`config.mk`:
```
export PLATFORM = sky130hd
export DESIGN_NAME = fft_bfu_sched_flat
export DESIGN_NICKNAME = d
export VERILOG_FILES = /design/src/rtl/fft_bfu_sched_if.sv /design/src/rtl/fft_bfu_sched.sv /design/src/flat_wrapper.sv
export SDC_FILE = /design/constraint.sdc
export NUM_CORES = 1
export LEC_CHECK = 0
export BUFFER_PORTS_ARGS = -buffer_cell sky130_fd_sc_hd__buf_2
export CAP_MARGIN = 20
export CORE_UTILIZATION = 46
export CTS_CLUSTER_SIZE = 24
export DETAILED_ROUTE_END_ITERATION = 16
export GPL_TIMING_DRIVEN = 0
export PLACE_DENSITY = 0.73
export SYNTH_ARGS = -nofsm -noshare
export SYNTH_HDL_FRONTEND = slang
export SYNTH_SLANG_ARGS = --single-unit
```
`constraint.sdc`:
```
create_clock -name clk -period 1.9 [get_ports clk]
set_input_delay 0.285 -clock clk [delete_from_list [all_inputs] [get_ports clk]]
set_output_delay 0.285 -clock clk [all_outputs]
set_load 0.05 [all_outputs]
```
`src/rtl/fft_bfu_sched_if.sv`:
```
// Handshake and address bus between the FFT butterfly sequencer and its
// control, BFU, sample RAM and twiddle ROM.
interface fft_bfu_sched_if #(
  parameter int unsigned N_LOG2 = 3
);
  localparam int unsigned SW = $clog2(N_LOG2);

  logic              start;
  logic              stall;
  logic              busy;
  logic              done;
  logic              bfu_en;
  logic [N_LOG2-1:0] rd_addr_a;
  logic [N_LOG2-1:0] rd_addr_b;
  logic [N_LOG2-2:0] tw_idx;
  logic [SW-1:0]     stage;
  logic              wr_en;
  logic [N_LOG2-1:0] wr_addr_a;
  logic [N_LOG2-1:0] wr_addr_b;

  modport master (
    input  start, stall,
    output busy, done, bfu_en, rd_addr_a, rd_addr_b, tw_idx, stage,
           wr_en, wr_addr_a, wr_addr_b
  );

  modport slave (
    output start, stall,
    input  busy, done, bfu_en, rd_addr_a, rd_addr_b, tw_idx, stage,
           wr_en, wr_addr_a, wr_addr_b
  );
endinterface

```
`src/rtl/fft_bfu_sched.sv`:
```
// Sequencer for one shared radix-2 DIT butterfly unit: walks stages and
// butterflies, issues reads/twiddles, and retires write-backs BFU_LAT later.
module fft_bfu_sched #(
  parameter int unsigned N_LOG2  = 3,
  parameter int unsigned BFU_LAT = 1
) (
  input  logic           clk,
  input  logic           rstn,
  fft_bfu_sched_if.master bus
);
  localparam int unsigned AW = N_LOG2;
  localparam int unsigned BW = N_LOG2 - 1;
  localparam int unsigned SW = $clog2(N_LOG2);
  localparam int unsigned CW = (BFU_LAT > 1) ? $clog2(BFU_LAT) : 1;

  typedef enum logic [1:0] {IDLE, ISSUE, DRAIN, FIN} state_t;

  typedef struct packed {
    logic [AW-1:0] a;
    logic [AW-1:0] b;
    logic [BW-1:0] tw;
  } rd_t;

  typedef struct packed {
    logic          v;
    logic [AW-1:0] a;
    logic [AW-1:0] b;
  } wb_t;

  state_t        state_q, state_d;
  logic [SW-1:0] s_q, s_d;
  logic [BW-1:0] b_q, b_d;
  logic [CW-1:0] cnt_q, cnt_d;
  rd_t           rd_q;
  logic          busy_q;
  logic          done_q;
  logic          bfu_en_c;
  wb_t           pipe_q [BFU_LAT];

  // Butterfly b of stage s: pair (grp*2*span + pos, +span), twiddle pos scaled to W_N.
  function automatic rd_t bfly_addr(input logic [SW-1:0] s, input logic [BW-1:0] b);
    logic [AW-1:0] bx;
    logic [AW-1:0] span;
    logic [AW-1:0] pos;
    logic [AW-1:0] base;
    rd_t           r;
    bx   = AW'(b);
    span = AW'(1) << s;
    pos  = bx & (span - AW'(1));
    base = ((bx >> s) << s) << 1;
    r.a  = base | pos;
    r.b  = base | pos | span;
    r.tw = BW'(pos << (SW'(N_LOG2 - 1) - s));
    return r;
  endfunction

  // Stall only gates issue; it never reaches the drain counter or write pipe.
  assign bfu_en_c = (state_q == ISSUE) && !bus.stall;

  always_comb begin
    state_d = state_q;
    s_d     = s_q;
    b_d     = b_q;
    cnt_d   = cnt_q;
    case (state_q)
      IDLE: begin
        if (bus.start) begin
          state_d = ISSUE;
          s_d     = '0;
          b_d     = '0;
        end
      end
      ISSUE: begin
        if (!bus.stall) begin
          if (b_q == BW'((2 ** (N_LOG2 - 1)) - 1)) begin
            state_d = DRAIN;
            cnt_d   = '0;
          end else begin
            b_d = b_q + BW'(1);
          end
        end
      end
      DRAIN: begin
        if (cnt_q == CW'(BFU_LAT - 1)) begin
          if (s_q == SW'(N_LOG2 - 1)) begin
            state_d = FIN;
          end else begin
            state_d = ISSUE;
            s_d     = s_q + SW'(1);
            b_d     = '0;
          end
        end else begin
          cnt_d = cnt_q + CW'(1);
        end
      end
      FIN: state_d = IDLE;
      default: state_d = IDLE;
    endcase
  end

  // Read addresses are only refreshed for ISSUE so they stay stable elsewhere.
  always_ff @(posedge clk or negedge rstn) begin
    if (!rstn) begin
      state_q <= IDLE;
      s_q     <= '0;
      b_q     <= '0;
      cnt_q   <= '0;
      rd_q    <= '0;
      busy_q  <= 1'b0;
      done_q  <= 1'b0;
    end else begin
      state_q <= state_d;
      s_q     <= s_d;
      b_q     <= b_d;
      cnt_q   <= cnt_d;
      busy_q  <= (state_d == ISSUE) || (state_d == DRAIN);
      done_q  <= (state_d == FIN);
      if (state_d == ISSUE) begin
        rd_q <= bfly_addr(s_d, b_d);
      end
    end
  end

  // Write-back delay line; tail lines up with the BFU's registered results.
  always_ff @(posedge clk or negedge rstn) begin
    if (!rstn) begin
      for (int i = 0; i < int'(BFU_LAT); i++) begin
        pipe_q[i] <= '0;
      end
    end else begin
      pipe_q[0] <= '{v: bfu_en_c, a: rd_q.a, b: rd_q.b};
      for (int i = 1; i < int'(BFU_LAT); i++) begin
        pipe_q[i] <= pipe_q[i-1];
      end
    end
  end

  assign bus.busy      = busy_q;
  assign bus.done      = done_q;
  assign bus.bfu_en    = bfu_en_c;
  assign bus.rd_addr_a = rd_q.a;
  assign bus.rd_addr_b = rd_q.b;
  assign bus.tw_idx    = rd_q.tw;
  assign bus.stage     = s_q;
  assign bus.wr_en     = pipe_q[BFU_LAT-1].v;
  assign bus.wr_addr_a = pipe_q[BFU_LAT-1].a;
  assign bus.wr_addr_b = pipe_q[BFU_LAT-1].b;
endmodule
```
`src/flat_wrapper.sv`:
```
// flat-port wrapper written by rule: the top's interface ports become plain ports
module fft_bfu_sched_flat 
#(
  parameter int unsigned N_LOG2  = 3,
  parameter int unsigned BFU_LAT = 1
)
  (clk, rstn, bus_start, bus_stall, bus_busy, bus_done, bus_bfu_en, bus_rd_addr_a, bus_rd_addr_b, bus_tw_idx, bus_stage, bus_wr_en, bus_wr_addr_a, bus_wr_addr_b);
  fft_bfu_sched_if #(.N_LOG2(N_LOG2)) bus_i ();
  input  logic clk;
  input  logic rstn;
  input wire logic [$bits(bus_i.start)-1:0] bus_start;
  input wire logic [$bits(bus_i.stall)-1:0] bus_stall;
  output wire logic [$bits(bus_i.busy)-1:0] bus_busy;
  output wire logic [$bits(bus_i.done)-1:0] bus_done;
  output wire logic [$bits(bus_i.bfu_en)-1:0] bus_bfu_en;
  output wire logic [$bits(bus_i.rd_addr_a)-1:0] bus_rd_addr_a;
  output wire logic [$bits(bus_i.rd_addr_b)-1:0] bus_rd_addr_b;
  output wire logic [$bits(bus_i.tw_idx)-1:0] bus_tw_idx;
  output wire logic [$bits(bus_i.stage)-1:0] bus_stage;
  output wire logic [$bits(bus_i.wr_en)-1:0] bus_wr_en;
  output wire logic [$bits(bus_i.wr_addr_a)-1:0] bus_wr_addr_a;
  output wire logic [$bits(bus_i.wr_addr_b)-1:0] bus_wr_addr_b;
  assign bus_i.start = bus_start;
  assign bus_i.stall = bus_stall;
  assign bus_busy = bus_i.busy;
  assign bus_done = bus_i.done;
  assign bus_bfu_en = bus_i.bfu_en;
  assign bus_rd_addr_a = bus_i.rd_addr_a;
  assign bus_rd_addr_b = bus_i.rd_addr_b;
  assign bus_tw_idx = bus_i.tw_idx;
  assign bus_stage = bus_i.stage;
  assign bus_wr_en = bus_i.wr_en;
  assign bus_wr_addr_a = bus_i.wr_addr_a;
  assign bus_wr_addr_b = bus_i.wr_addr_b;
  fft_bfu_sched #(.N_LOG2(N_LOG2), .BFU_LAT(BFU_LAT)) u_core (.clk(clk), .rstn(rstn), .bus(bus_i));
endmodule
```
# Word-level counts from Yosys, hierarchy flattened
# Cells that the tools add are included.
# W data, S select, Z words.
[op_classes]
n_addsub = 5
mul = 0
div_mod_pow = 0
n_lt_le_gt_ge = 0
n_eq_ne = 10
shift = 4
mux = 20
n_bitwise = 3
n_reduce_logical = 6
[op_table]
columns = ["op", "n"]
rows = [
  ["$mux W2", 13],
  ["$eq A2 B2 Y1 const B", 6],
  ["$pmux W2 S4", 1],
  ["$or A3 B3 Y3", 2],
  ["$pmux W2 S3", 1],
  ["$shl A3 B2 Y2", 2],
  ["$add A2 B1 Y2 const B", 2],
  ["$eq A2 B1 Y1 const B", 2],
  ["$ne A2 B2 Y1 const B", 2],
  ["$pmux W2 S2", 1],
  ["$and A2 B3 Y3", 1],
  ["$mux W1", 3],
  ["$reduce_and A3 Y1", 1],
  ["$shl A1 B2 Y3 const A", 1],
  ["$shr A2 B2 Y3", 1],
  ["$sub A3 B1 Y3 const B", 1],
  ["$logic_not A2 Y1", 1],
  ["$pmux W1 S2", 1],
  ["$reduce_bool A2 Y1", 1],
  ["$sub A2 B2 Y2 const A", 1],
  ["$add A1 B1 Y1 const B", 1],
  ["$logic_and A1 B1 Y1", 1],
  ["$logic_not A1 Y1", 1],
  ["$logic_or A1 B1 Y1", 1],
]
[word_totals]
reg_bits = 24
latchBits = 0
mem_bits_rw = 0
romBits = 0
in_bits = 4
mem_count = 0

# Logic depth before layout (Yosys ltp)
# Gate-level depths: netlist (run 1).
[depth]
word_depth = 9
depth_mapped = 9
mapped_depth_nobuf = 9

# Least setup slack after synthesis (run 1)
# OpenSTA, ideal clock, no wires.
[synth_timing]
path_kind = "register to register"
from = "register u_core.s_q[0], in the netlist u_core.bus.stage[0]"
to = "register u_core.rd_q, in the netlist u_core.bus.rd_addr_a[0]"
t_arrival_ps = 2045
required_time_ps = 1775
slack_ps = -270
path_stages_with_launch = 8
n_path_buf = 0
path_cell_list = "dfrtp_1 -> inv_1 -> ha_1 -> a22oi_4 -> ha_1 -> inv_1 -> and2_1 -> mux2_2"
[synth_between]
elab_chain_len = 8
[synth_rtl]
columns = ["element", "line", "text"]
rows = [
  ["start, declared", "fft_bfu_sched.sv:31", "logic [SW-1:0] s_q, s_d;"],
  ["start signal, assigned", "fft_bfu_sched.sv:105", "s_q <= '0;"],
  ["start signal, assigned", "fft_bfu_sched.sv:113", "s_q <= s_d;"],
  ["$add A2 B1 Y2 or $eq A2 B2 Y1 (tied branches)", "fft_bfu_sched.sv:89, fft_bfu_sched.sv:85", ""],
  ["$mux W2", "fft_bfu_sched.sv:85", "if (s_q == SW'(N_LOG2 - 1)) begin"],
  ["$mux W2", "fft_bfu_sched.sv:84", "if (cnt_q == CW'(BFU_LAT - 1)) begin"],
  ["$pmux W2 S2", "fft_bfu_sched.sv:65", "case (state_q)"],
  ["$shl A1 B2 Y3", "fft_bfu_sched.sv:48", "span = AW'(1) << s;"],
  ["$sub A3 B1 Y3", "fft_bfu_sched.sv:49", "pos = bx & (span - AW'(1));"],
  ["$and A2 B3 Y3", "fft_bfu_sched.sv:49", ""],
  ["$or A3 B3 Y3", "fft_bfu_sched.sv:51", "r.a = base | pos;"],
  ["end signal, assigned", "fft_bfu_sched.sv:119", "rd_q <= bfly_addr(s_d, b_d);"],
  ["end, declared", "fft_bfu_sched.sv:34", "rd_t rd_q;"],
]
# Several ways; a longest one is shown, not always the timed one.
# A chain may end at the register's enable or synchronous reset.

# Final worst setup path (run 1)
[layout_timing]
from = "register u_core.s_q[1], in the netlist u_core.bus.stage[1]"
to = "register u_core.rd_q, in the netlist u_core.bus.rd_addr_a[0]"
# Same word-level chain as after synthesis.

==> results of run 1 <==
-- cell usage after synthesis --
cell type / number / area share
inv_1: 9 / 0.034
mux2i_1: 1 / 0.010
nand2_1: 3 / 0.011
o22ai_1: 1 / 0.0063
a41o_1: 1 / 0.010
mux2_4: 1 / 0.015
nor2_1: 7 / 0.026
xnor2_1: 1 / 0.0088
o21ai_0: 3 / 0.015
a221o_1: 1 / 0.010
nor3b_1: 1 / 0.0075
nand2b_1: 1 / 0.0063
a22oi_1: 1 / 0.0075
a22o_1: 1 / 0.0088
and2b_1: 1 / 0.0075
nand3_1: 2 / 0.010
a2bb2oi_1: 1 / 0.0088
a21oi_1: 2 / 0.010
mux2_2: 1 / 0.011
a22oi_4: 2 / 0.043
and2_1: 2 / 0.013
nor2b_2: 1 / 0.0088
a21o_1: 1 / 0.0075
clkbuf_1: 1 / 0.0038
dfrtp_1: 23 / 0.58
o31ai_1: 1 / 0.0075
ha_1: 6 / 0.075
nor2b_1: 2 / 0.013
a31oi_1: 2 / 0.013
o21ai_1: 1 / 0.0050
o21bai_1: 1 / 0.0075
-- cells by family (layout without fill, tap and decap cells) --
logic type / after synthesis / count (layout) / share of synthesized area
flip-flops: 23 / 23 / 0.5786
AND/OR/NAND/NOR: 20 / 20 / 0.1032
AO/OA/AOI/OAI: 19 / 19 / 0.1598
buffers and inverters: 10 / 46 / 0.03773
adder cells (fa/ha/maj): 6 / 6 / 0.07547
multiplexers: 3 / 3 / 0.03647
XOR/XNOR: 1 / 1 / 0.008807
-- state kept, by name (all words and copies together) (netlist names) --
register / flops
u_core.bus.busy: 1
u_core.b_q: 2
u_core.bus.wr_addr_b: 3
u_core.state_q: 2
u_core.bus.tw_idx: 2
u_core.bus.rd_addr_b: 3
u_core.bus.done: 1
u_core.bus.stage: 2
u_core.bus.rd_addr_a: 3
u_core.bus.wr_en: 1
u_core.bus.wr_addr_a: 3
-- per-stage QoR --
stage	setup slack, ps	utilization	hold slack, ps
finish	60.31	0.6456	154.5
detailed placement	-139.7	0.5800	278.5
global placement	-122.2	0.5800	275.0
CTS	23.91	0.6144	146.2
floorplan	12.80	-	-10.59
global route	6.841	0.6456	164.1
-- path summary, 6_finish.rpt --
check,start,to,slack [ps],cells after the start
hold / removal,bus_stall,u_core.bus.wr_en,150,2
min in group asynchronous,rstn,u_core.bus.wr_en,440,2
hold reg to reg,u_core.bus.rd_addr_a[2],u_core.bus.wr_addr_a[2],410,0
max in group asynchronous,rstn,u_core.bus.stage[1],1110,2
setup / recovery,u_core.bus.stage[1],u_core.bus.rd_addr_a[0],60,7
setup reg to reg,u_core.bus.stage[1],u_core.bus.rd_addr_a[0],60,7
-- what timing repair did --
item / in CTS / in global routing
hold endpoints to repair: 23 / 0
cloned: 0 / 0
pin swaps: 2 / 2
setup buffers: 3 / 5
resized for setup: 5 / 5
hold buffers: 1 / 0
endpoints found under the setup margin: 6 / 6
-- layer usage --
| layer | routed length [um] | share of wire |
|---|---|---|
| met1 | 853 | 0.43 |
| met2 | 970 | 0.49 |
| met3 | 94 | 0.047 |
| met4 | 72 | 0.036 |
| met5 | 0 | 0 |
-- worst max-delay path, stage by stage, from the launching register on --
cell and delay (ps):
dfrtp_2 460, inv_1 80, ha_2 280, a22oi_4 250, ha_4 190, inv_1 60
and2_1 150, mux2_2 260
-- cell type report --
type / count / share of cell area
plain buffers: 1 / 0.003872
clock buffers: 3 / 0.01742
clock inverters: 1 / 0.003872
inverters: 9 / 0.02614
multi-input cells: 49 / 0.3301
flip-flops and latches: 23 / 0.4492
well taps: 27 / 0.02614
repair buffers: 32 / 0.1433
==> run summary, run 1 <==
Status = finished clean
Seq/Total Area, Yosys = 0.5786
Endpoints failing hold = 0
Worst skew pair latency = 320 ps
CTS Root Cell = clkbuf_4
Vias/cell = 5.138
1st-pass router iterations = 4
DRC = 0
Core Rows = 16
Routed len/inst = 13.72 um
Reg clk slew, reported paths = 120 ps
Yosys cell types = 31
Clock Sinks = 23
Final period utilization = 0.9683
Ant. Diodes = 0
Commonest non-fill, non-tap cells in the layout = 23 x buf_2, 19 x dfrtp_1, 8 x buf_4
Layout Skew = 1.311 ps
Pins over their slew limit = 0
ANT nets after route = 0
Die area = 2352 sq um
Post-route cell area = 1292 sq um
M1 GR Usage = 0.2117
Grt met2 use = 0.3028
Layout cell share with drive strength beyond 1 = 0.4492
CP required = 2120 ps
GRT overflow = 0
H-tree Lvls = 1
Detailed-placement wirelength estimate = 1243 um
Endpoints failing setup = 0
Relative slew slack = 0.6803
Commonest non-fill, non-tap cell in the layout = buf_2
Final min period = 1840 ps
Fillers = 163
CTS tree = built
Endpoint class of the critical path = register
Gpl congestion = 0.7084
Via count = 745
Finished Layout Cells = 145
Num CTS Buffers = 3
I/O pin cnt = 24
Synthesis-to-layout area growth = 29.94%
Cell count after synthesis = 82
Setup tns final = 0 ps
GR Util met3 = 0.02830
# port buffers = 23
RSZ-0062 raised after global routing = false
WL final = 1990 um
Reg area = 580.6 sq um
Dpl cell area = 1161 sq um
Placed cells = 132
FF+latch count, synth = 23
Max Fanout on Critical Path = 4
Post-Syn Area = 994.7 sq um
1st-iter DRT viols = 8
Multi-input logic area = 426.7 sq um
Syn. warnings = 0
Max_cap viols = 0
Crit Path Class = reg -> reg
Initial Utilization = 0.4969
Fmax achieved = 543.6 MHz
Worst Max-Slew Pin Slew = 479.5 ps
Startpoint types = register
Die Wd = 48.50 um
Vias in the first global route = 675
Nets = 129
Largest net degree at the start of global routing = 24
Avg Cell Area, Syn = 12.13 sq um
GRT Overall Usage = 0.1813
Grt peak-use layer = met2
First-pass GRT wire length = 3125 um
Clk buf depth = 2
Core Region = 2002 sq um
Critical path arrival = 2060 ps
Synth Net Count = 92
Die extent in y = 48.50 um
Initial antenna violation count = 0
Hold Crit Class = in -> reg
Power of run 1 is not shown: default switching activity piles up to over one toggle a cycle in this logic, so the estimate is an artifact.
==> run 2: changes to the inputs <==
Settings changed: ABC_AREA from default to 1.
==> run 2 against run 1 <==
Net effect: area after synthesis decreased by 0.63%; non-clock buffer count decreased by 7; count of clock-buffer cells in the layout unchanged; critical path type unchanged.
==> run summary, run 2 <==
Status = finished clean
Syn. warnings = 0
# port buffers = 23
Core Region = 1982 sq um
Initial antenna violation count = 0
Layout Skew = 7.440 ps
Startpoint types = register
Nets = 147
Max Fanout on Critical Path = 4
Post-synth top cells = 34 x nand2_1, 23 x dfrtp_1, 15 x inv_1, 11 x nand3_1
Worst setup path start = u_core.bus.stage[0]
Dominant cell by count in the synthesized netlist = nand2_1
Slowest-stage cell, CP = dfrtp_2
Clock Sinks = 23
Hold Crit Class = in -> reg
Synth Net Count = 116
Crit-path leading delay family = simple AND/OR/NAND/NOR gates
Main flop type after synthesis = dfrtp_1
ANT nets after route = 0
Gpl congestion = 0.8111
Ant. Diodes = 0
Crit Path Class = reg -> reg
Routed len/inst = 11.96 um
Layout cell share with drive strength beyond 1 = 0.3309
Worst skew pair latency = 300 ps
Commonest non-fill, non-tap cells in the layout = 33 x nand2_1, 23 x buf_2, 21 x dfrtp_1
GRT Overall Usage = 0.1711
Largest net degree at the start of global routing = 24
Synthesis-to-layout area growth = 27.22%
Slack of the worst reg-to-reg path = 80 ps
Largest area contributor in the synthesized netlist = dfrtp_1
Reg clk slew, reported paths = 130 ps
Vias/cell = 4.920
1st-pass router iterations = 4
I/O pin cnt = 24
Final min period = 1822 ps
CTS Root Cell = clkbuf_4
Endpoints failing setup = 0
Initial Utilization = 0.4987
FF+latch count, synth = 23
FF-to-FF Start = u_core.bus.stage[0]
Placed cells = 156
H-tree Lvls = 1
CP required = 2100 ps
Critical path arrival = 2020 ps
Die extent in y = 48.36 um
Avg Cell Area, Syn = 9.325 sq um
Final period utilization = 0.9588
Via count = 802
1st-iter DRT viols = 15
Vias in the first global route = 709
Max_cap viols = 0
Core Rows = 16
Endpoint class of the critical path = register
GRT overflow = 0
CP most frequent cell = nand2_1
Finished Layout Cells = 163
Clk buf depth = 2
Seq/Total Area, Yosys = 0.5823
CTS tree = built
Yosys cell types = 14
CP peak stage delay = 430 ps
Area share of the largest cell type after synthesis = 0.5823
DRC = 0
Ranking of synthesized cells by area = dfrtp_1 58%, nand2_1 13%, ha_1 7.6%
WL final = 1949 um
Fmax achieved = 548.9 MHz
Hold Path Origin = bus_stall
Pins over their slew limit = 0
Post-synth EDFFs = 0
Die Wd = 48.36 um
Relative slew slack = 0.6542
Worst Max-Slew Pin Slew = 518.7 ps
Detailed-placement wirelength estimate = 1287 um
Endpoints failing hold = 0
CP Cell Sequence = inv_1, ha_1, nand2_1, nand2_1, inv_2, ha_4, xor2_2, nand3b_1, nand2_1, nand2_1, nand2_1
Cell count after synthesis = 106
Worst Path Buf+Inv = 2
Post-Syn Area = 988.4 sq um
Commonest non-fill, non-tap cell in the layout = nand2_1
Setup tns final = 0 ps
Num CTS Buffers = 3
Die area = 2338 sq um
Post-synth ARST share = 1.000
First-pass GRT wire length = 3070 um
## run 2: changes by cell type after synthesis, moves of 2 or more
cell      previous run  this run
a21oi_1              2         0
a22oi_4              2         0
a31oi_1              2         0
and2_1               2         0
inv_1                9        15
nand2_1              3        34
nand3_1              2        11
nand3b_1             0         2
nor2b_1              2         0
## run 2: worst paths after layout
check / end / depth (start not counted)
worst min-delay path: u_core.bus.wr_en / 2
worst min register to register: u_core.bus.wr_addr_a[0] / 0
worst max-delay path: u_core.bus.rd_addr_b[1] / 11
min in group asynchronous: u_core.bus.done / 2
max in group asynchronous: u_core.bus.stage[1] / 2
worst max register to register: u_core.bus.rd_addr_b[1] / 11
## run 2: cell families after synthesis
| group | Yosys count | synth area share |
|---|---|---|
| AO/OA/AOI/OAI | 4 | 0.02405 |
| XOR/XNOR | 1 | 0.008862 |
| flip-flops | 23 | 0.5823 |
| adder cells (fa/ha/maj) | 6 | 0.07595 |
| AND/OR/NAND/NOR | 55 | 0.2380 |
| buffers and inverters | 16 | 0.06075 |
| multiplexers | 1 | 0.01013 |
## run 2: cell type report
type	instances	area, sq um
inverter	16	61.31
multi-input combinational	67	416.7
tap	27	33.78
timing repair buffer	26	140.1
clock inverter	1	5.005
sequential	23	578.1
clock buffer	3	22.52
fill	162	724.4
## run 2: per-stage QoR
stage	cell area, sq um	util	hold WS [ps]	worst slack (ps)
after floorplan	999.7	-	-10.59	29.28
after global placement	1149	0.5795	275.7	-44.26
after detailed placement	1149	0.5795	288.0	-89.07
after CTS	1196	0.6035	174.5	13.65
after global routing	1257	0.6345	174.9	-32.40
final	1257	0.6345	170.2	78.33
## run 2: timing repair
| item | 4_1_cts | 5_1_grt |
|---|---|---|
| setup buffers | 1 | 1 |
| setup endpoints to repair | 4 | 4 |
| hold buffers | 1 | 0 |
| pin swaps | 2 | 0 |
| resized for setup | 2 | 12 |
| hold endpoints to repair | 23 | 0 |
## run 2: metal layers
layer,track usage,vias to the layer above,routed length [um]
met5,0,-,0
li1,-,390,-
met4,0.05882,0,22
met1,0.2348,386,902
met2,0.2746,22,946
met3,0.03145,4,78
Power of run 2 is left out for the same reason.
==> run 3: changes to the inputs <==
Settings changed: BUFFER_PORTS_ARGS -buffer_cell sky130_fd_sc_hd__buf_2 to default, CORE_UTILIZATION 46 to 55, DONT_BUFFER_PORTS from default to 1, PLACE_DENSITY 0.73 to 0.7.
Clock period 1.9 ns to 1.7 ns, I/O delays scaled along.
==> run 3 against run 2 <==
Net effect: the run now ends with setup timing left; routed wire length fell by 2.5%; first-iteration DRC count is 13% lower; core utilization grew 19 points; clock skew decreased by 3.4 ps; critical path type unchanged.
==> run summary, run 3 (synthesis gave the netlist of run 2 again) <==
# port buffers = 0
Initial Utilization = 0.6201
Synthesis-to-layout area growth = 32.66%
Ant. Diodes = 0
Detailed-placement wirelength estimate = 1200 um
Reg clk slew, reported paths = 110 ps
ANT nets after route = 0
Vias in the first global route = 692
Violated checks = setup timing
Commonest non-fill, non-tap cell in the layout = nand2_1
Slowest-stage cell, CP = dfrtp_2
CTS Root Cell = clkbuf_4
Worst Max-Slew Pin Slew = 504.9 ps
Clock Sinks = 23
H-tree Lvls = 1
Finished Layout Cells = 148
Crit Path Class = reg -> reg
Endpoint class of the critical path = register
GRT Overall Usage = 0.2152
Pins over their slew limit = 0
Core Rows = 14
CP peak stage delay = 560 ps
Layout cell share with drive strength beyond 1 = 0.3710
Setup tns final = -820.5 ps
Final min period = 1831 ps
DRC = 0
1st-iter DRT viols = 13
Layout Skew = 4.000 ps
Commonest non-fill, non-tap cells in the layout = 26 x nand2_1, 20 x dfrtp_1, 11 x nand3_1, 11 x buf_4, 8 x inv_1
Clk buf depth = 2
Routed len/inst = 12.84 um
Initial antenna violation count = 0
Startpoint types = register
WL final = 1900 um
Status = finished, violations left
CP required = 1940 ps
Max Fanout on Critical Path = 6
Crit-path leading delay family = flip-flops
1st-pass router iterations = 4
Fin worst setup slack = -130.7 ps
Vias/cell = 5.068
Num CTS Buffers = 3
Die extent in y = 44.40 um
Endpoints failing hold = 0
Fillers = 86
Max_cap viols = 0
Fmax achieved = 546.2 MHz
Critical path arrival = 2070 ps
Final period utilization = 1.077
CTS tree = built
Die Wd = 44.40 um
First-pass GRT wire length = 3070 um
Worst Path Buf+Inv = 4
I/O pin cnt = 24
Hold Crit Class = in -> reg
Relative slew slack = 0.6634
Largest net degree at the start of global routing = 24
Core Region = 1594 sq um
Nets = 135
Fin Hold WS = 75.09 ps
Gpl congestion = 0.7824
Worst skew pair latency = 290 ps
RSZ-0062 raised after global routing = true
Die area = 1971 sq um
Via count = 750
Endpoints failing setup = 8
CP Cell Sequence = inv_2, buf_4, ha_2, nand2_2, nand2_2, inv_2, ha_4, clkinv_4, nor3_4, nand3b_1, nand2_1
Placed cells = 130
GRT overflow = 0
[run 3: changes by cell type in the layout (fill, tap and decap cells not counted), sizes merged]
cell    previous run  this run
clkinv             2         1
clkbuf             3         4
buf               25        13
[run 3: final timing paths]
path                                     start                 endpoint  slack (ps)  depth (start not counted)
min reg2reg                  u_core.state_q[1]         u_core.bus.wr_en         690                          3
max                        u_core.bus.stage[0]     u_core.bus.tw_idx[0]        -130                         11
max in group asynchronous                 rstn      u_core.bus.stage[0]        1110                          2
min in group asynchronous                 rstn  u_core.bus.wr_addr_b[1]         210                          1
max reg2reg                u_core.bus.stage[0]     u_core.bus.tw_idx[0]        -130                         11
min                                  bus_stall         u_core.bus.wr_en          80                          1
[run 3: repair_timing]
item                                    CTS  global route
gates resized for setup                  11            11
pin swaps                                 7            12
setup buffers                             9             3
hold buffers                              1             0
hold endpoints to repair                 23             0
endpoints found under the setup margin    8             8
[run 3: through the flow]
step	util	setup WS [ps]	cell area, sq um
final	0.8226	-130.7	1311
after global placement	0.6923	-133.5	1104
after detailed placement	0.6923	-185.7	1104
after global routing	0.8226	-205.5	1311
after CTS	0.7771	-179.1	1239
after floorplan	-	-44.32	1074
[run 3: worst register-to-register path, stage by stage, from the launching register on]
cell and delay [ps]:
dfrtp_2 560, inv_2 90, buf_4 140, ha_2 180, nand2_2 90, nand2_2 70
inv_2 60, ha_4 180, clkinv_4 90, nor3_4 170, nand3b_1 100, nand2_1 60
[run 3: area by class of cell]
type	instances	area, sq um	area share
Inverter	16	70.07	0.05344
Sequential cell	23	579.3	0.4418
Tap cell	24	30.03	0.02290
Clock buffer	4	26.28	0.02004
Timing Repair Buffer	14	118.9	0.09065
Multi-Input combinational cell	67	486.7	0.3712
[run 3: metal layers]
metal | global-route usage | up-vias | share of wire
met1 | 0.2957 | 352 | 0.46
met4 | 0.07879 | 0 | 0.020
met5 | 0 | - | 0
met3 | 0.04082 | 6 | 0.031
met2 | 0.3412 | 22 | 0.49
li1 | - | 370 | -
Power of run 3 is left out for the same reason.
